==> src/rtl/sw_debounce.sv <==
// sw_debounce: per-bit synchronizer and stable-count debouncer for slide switches.
// Each bit gets its own synchronizer chain and its own stability counter. The
// clean level is accepted only after the synchronized input has disagreed with
// the current level for CNT_MAX consecutive cycles. Registered one-cycle
// rise/fall/change strobes line up with the first cycle of the new level.
module sw_debounce #(
    parameter int unsigned WIDTH       = 4,
    parameter int unsigned CNT_MAX     = 1000000,
    parameter int unsigned SYNC_STAGES = 2
) (
    input  logic             CLK100MHZ,
    input  logic             CPU_RESETN,
    input  logic [WIDTH-1:0] SW_RAW,
    output logic [WIDTH-1:0] SW,
    output logic [WIDTH-1:0] SW_RISE,
    output logic [WIDTH-1:0] SW_FALL,
    output logic             SW_CHANGED
);

    localparam int unsigned CNT_W = $clog2(CNT_MAX + 1);
    localparam logic [CNT_W-1:0] CNT_LAST = CNT_W'(CNT_MAX - 1);

    // Stage 0 is the only flop that samples SW_RAW; the last stage is the synchronized level.
    logic [SYNC_STAGES-1:0][WIDTH-1:0] sync_q;
    logic [WIDTH-1:0]                  sync_w;

    logic [WIDTH-1:0][CNT_W-1:0] cnt_q, cnt_d;
    logic [WIDTH-1:0]            sw_q, sw_d;
    logic [WIDTH-1:0]            rise_q, rise_d;
    logic [WIDTH-1:0]            fall_q, fall_d;
    logic                        changed_q, changed_d;

    assign sync_w = sync_q[SYNC_STAGES-1];

    // Synchronizer shift chain: plain flop-to-flop, nothing in between.
    always_ff @(posedge CLK100MHZ or negedge CPU_RESETN) begin
        if (!CPU_RESETN) begin
            sync_q <= '0;
        end else begin
            sync_q <= {sync_q[SYNC_STAGES-2:0], SW_RAW};
        end
    end

    // Per-bit stability counting, acceptance and edge detection.
    always_comb begin
        cnt_d = cnt_q;
        sw_d  = sw_q;
        for (int unsigned i = 0; i < WIDTH; i++) begin
            if (sync_w[i] == sw_q[i]) begin
                cnt_d[i] = '0;
            end else if (cnt_q[i] == CNT_LAST) begin
                sw_d[i]  = sync_w[i];
                cnt_d[i] = '0;
            end else begin
                cnt_d[i] = cnt_q[i] + CNT_W'(1);
            end
        end
        rise_d    = sw_d & ~sw_q;
        fall_d    = ~sw_d & sw_q;
        changed_d = |(rise_d | fall_d);
    end

    // Debounce state and strobe registers; reset restarts every channel at level 0.
    always_ff @(posedge CLK100MHZ or negedge CPU_RESETN) begin
        if (!CPU_RESETN) begin
            cnt_q     <= '0;
            sw_q      <= '0;
            rise_q    <= '0;
            fall_q    <= '0;
            changed_q <= 1'b0;
        end else begin
            cnt_q     <= cnt_d;
            sw_q      <= sw_d;
            rise_q    <= rise_d;
            fall_q    <= fall_d;
            changed_q <= changed_d;
        end
    end

    assign SW         = sw_q;
    assign SW_RISE    = rise_q;
    assign SW_FALL    = fall_q;
    assign SW_CHANGED = changed_q;

endmodule

==> config.mk <==
export PLATFORM = sky130hd
export DESIGN_NAME = sw_debounce
export DESIGN_NICKNAME = d
export VERILOG_FILES = /design/src/rtl/sw_debounce.sv
export SDC_FILE = /design/constraint.sdc
export NUM_CORES = 1
export LEC_CHECK = 0
export CAP_MARGIN = 20
export CORE_AREA = 4 4 144 146
export CTS_CLUSTER_SIZE = 12
export DETAILED_ROUTE_END_ITERATION = 8
export DIE_AREA = 0 0 148 150
export MAX_ROUTING_LAYER = met4
export SETUP_SLACK_MARGIN = 0.3
export SYNTH_ARGS = -nofsm -noshare
export SYNTH_HDL_FRONTEND = slang
export SYNTH_SLANG_ARGS = --single-unit
export TNS_END_PERCENT = 30
==> constraint.sdc <==
create_clock -name CLK100MHZ -period 4.7 [get_ports CLK100MHZ]
set_input_delay 0.94 -clock CLK100MHZ [delete_from_list [all_inputs] [get_ports CLK100MHZ]]
set_output_delay 0.94 -clock CLK100MHZ [all_outputs]
set_load 0.05 [all_outputs]
==> impl_metrics.tcl <==
set metrics [dict create \
    hold_class "flip-flop to flip-flop" \
    path_cells "clkdlybuf4s50_1" \
    met3_usage 0.02332 \
    met1_usage 0.1235 \
    ir_drop_uv 195.7 \
    worst_pin_slew_ns 0.7407 \
    drt-initial-drc-count 253 \
    yosysSeqAreaShare 0.5262 \
    power-per-cell-area_nw_per_um2 301.3 \
    antenna_cells 0 \
    mappedNetlistArea_um2 4803 \
    layout.nets 519 \
    crit_path_top_delay_cell "clkdlybuf4s50_1" \
    drtAntennaViolNets 0 \
    ys_warn_count 0 \
    cpPeakStageDelay_ns 0.86 \
    setup_violations 0 \
    synthArstFlopShare 1.000 \
    h-tree-depth 3 \
    min_period_ns 2.582 \
    critical_path_class "flip-flop to output port" \
    place.gp.congestion 0.7899 \
    port_buffers 18 \
    initial_core_util 0.2476 \
    grt_pass1_vias 3318 \
    finalHoldViolations 0 \
    die_area_um2 22200 \
    drive_gt1_frac 0.07510 \
    fin_worst_skew_ns 0.005454 \
    grt_max_degree 77 \
    required_ns 3.76 \
    slew_headroom 0.5033 \
    grt_usage 0.09137 \
    rr_worst_depth 7 \
    grt_pass1_wl_mm 16.23 \
    rows 51 \
    cts_tree "yes" \
    clock.fmax_ghz 0.3873 \
    clkLatencyLatePin_ns 0.34 \
    synth_edf_count 0 \
    endpoint_kind "output port" \
    dr.pass1.iters 5 \
    io_pins 19 \
    wl_mm 9.333 \
    final.fill_count 2056 \
    antenna_found_initial 0 \
    grt_use_met2 0.1382 \
    post_cts_buffers 0 \
    rsz0062_at_grt "no" \
    syn-num-nets 495 \
    cts-buffers-inserted 9 \
    maxCapViolCount 0 \
    r2r_setup_slack_ns 2.40 \
    holdPathStages 0 \
    r2r_start "cnt_q[0]$_DFF_PN0_" \
    r2r-end "SW_CHANGED$_DFF_PN0_" \
    fp.dieW_um 148 \
    drc_errors 0 \
    gr-total-overflow 0 \
    top_usage_layer "met2" \
    critPathArrivalTime_ns 1.64 \
    ys_seq_elements 101 \
    hold_path_startpoint "sync_q[3]$_DFF_PN0_" \
    die_y_um 150 \
    core_um2 19400 \
    cp_num_buf_inv 1 \
    status "finished, final reports clean" \
    power.static_leakage_nw 2.149 \
    synth_cell_types 36 \
    dp_hpwl_mm 6.436 \
    postCtsResizedCells 0 \
    clkTransAtPathRegs_ns 0.07 \
    fin_tns_setup_ns 0 \
    post-route-period-util 0.5494 \
    clock_path_buffers 2 \
    cts_root_buf "clkbuf_16" \
    min_delay_worst_endpoint "sync_w[3]$_DFF_PN0_" \
    viasPerCell 4.420 \
    areaGrowthSynthToFinish_pct 17.74 \
    syn_inst 477 \
    cts_sinks 101 \
    critPathMaxFanout 6 \
    synth_area_per_cell_um2 10.07 \
    ys.flop_type "dfrtp_1" \
    post-place-ws_ns 2.416 \
    worst_slack_ns 2.118 \
    crit_family "buffers and inverters" \
    vias 3408 \
    slew_violations 0 \
    wl_per_cell_um 12.11 \
    start_kind "flip-flop" \
    post_cts_hold_buffer_count 0 \
]
placed cells by master, fill, tap and decap left out, drive strengths merged, types with 2 or more instances in the layout:
cell type      synthesis  final
nand4                 20     20
or2                    2      2
nand4b                 5      5
mux2i                  5      5
clkdlybuf4s50          0     17
o31ai                  8      8
a31o                   2      2
a21oi                 22     22
ha                    12     12
buf                    2      7
and4                   2      2
or3                    6      6
nand3                 27     27
nand3b                 6      6
xnor2                 37     37
dfrtp                101    101
nor4b                  4      4
inv                   24     27
nor4                  16     16
and2                   2      2
or4                    7      7
xor2                  16     16
and3                   8      8
nor3                  18     18
mux2                   4      4
nand2                 25     25
clkbuf                 9      9
nor2                  68     68
clkinv                 0      2
or4b                   2      2
o21ai                 14     14
Yosys cell counts (all sizes together), types with 4 or more instances:
cell type | number | area [µm²]
nand4 | 20 | 125.1
nand4b | 5 | 43.79
nor2 | 68 | 255.2
nand2 | 25 | 93.84
or4 | 7 | 52.55
mux2i | 5 | 50.05
clkbuf | 9 | 33.78
nor3 | 18 | 90.09
inv | 24 | 90.09
nand3b | 6 | 45.04
ha | 12 | 150.1
xnor2 | 37 | 324.1
nor4b | 4 | 35.03
o31ai | 8 | 65.06
nand3 | 27 | 147.6
dfrtp | 101 | 2527
or3 | 6 | 37.54
mux2 | 4 | 45.04
xor2 | 16 | 140.1
nor4 | 16 | 106.4
and3 | 8 | 51.30
o21ai | 14 | 70.07
a21oi | 22 | 110.1
routing by layer:
| layer | up-vias | part of all wire |
|---|---|---|
| met5 | - | 0 |
| met4 | 0 | 0.0047 |
| met3 | 2 | 0.035 |
| met2 | 54 | 0.45 |
| met1 | 1633 | 0.51 |
| li1 | 1719 | - |
sequential cells by signal (all words and copies together) (netlist names):
signal,count
cnt_q,80
SW_CHANGED,1
sync_q,4
SW_RISE,4
SW_FALL,4
sync_w,4
SW,4
logic make-up after synthesis:
family          synth area share
compound gates           0.05835
buf+inv                  0.02787
fa+ha+maj                0.03126
simple gates              0.2399
mux                      0.01980
flops                     0.5262
xor+xnor                 0.09664
area by class of cell:
class / instances / area, µm² / area share
sequential: 101 / 2527 / 0.4469
multi-input combinational: 341 / 2157 / 0.3814
tap: 265 / 331.6 / 0.05863
timing repair buffer: 24 / 242.7 / 0.04292
clock buffer: 9 / 225.2 / 0.03982
inverter: 24 / 90.09 / 0.01593
clock inverter: 7 / 81.33 / 0.01438
power breakdown:
group	leakage [nW]	internal (mW)	total, mW	switching, mW
registers	1.38	0.880	0.891	0.0109
logic	0.619	0.0186	0.0557	0.0371
clock network	0.147	0.421	0.757	0.336
total	2.15	1.32	1.70	0.384
through the flow:
stage	cell area (µm²)	instances	hold WS, ns	total power [mW]	utilization
2_1_floorplan	4803	477	0.3312	0.9301	-
3_3_place_gp	5321	754	0.3314	0.9631	0.2743
3_5_place_dp	5321	754	0.3358	0.9635	0.2743
4_1_cts	5628	770	0.3524	1.732	0.2901
5_1_grt	5655	771	0.3581	1.779	0.2915
6_report	5655	771	0.3492	1.704	0.2915
worst max-delay path by stage:
stage	cells after the start	end	start
final	1	SW[0]	SW[0]$_DFF_PN0_
after global routing	1	SW[0]	SW[0]$_DFF_PN0_
after CTS	1	SW[2]	SW[2]$_DFF_PN0_
after detailed placement	7	SW_CHANGED$_DFF_PN0_	cnt_q[0]$_DFF_PN0_
after global placement	7	SW_CHANGED$_DFF_PN0_	cnt_q[60]$_DFF_PN0_
after floorplan	7	SW_CHANGED$_DFF_PN0_	cnt_q[0]$_DFF_PN0_
Note: power is estimated with default switching activity, not from simulation.
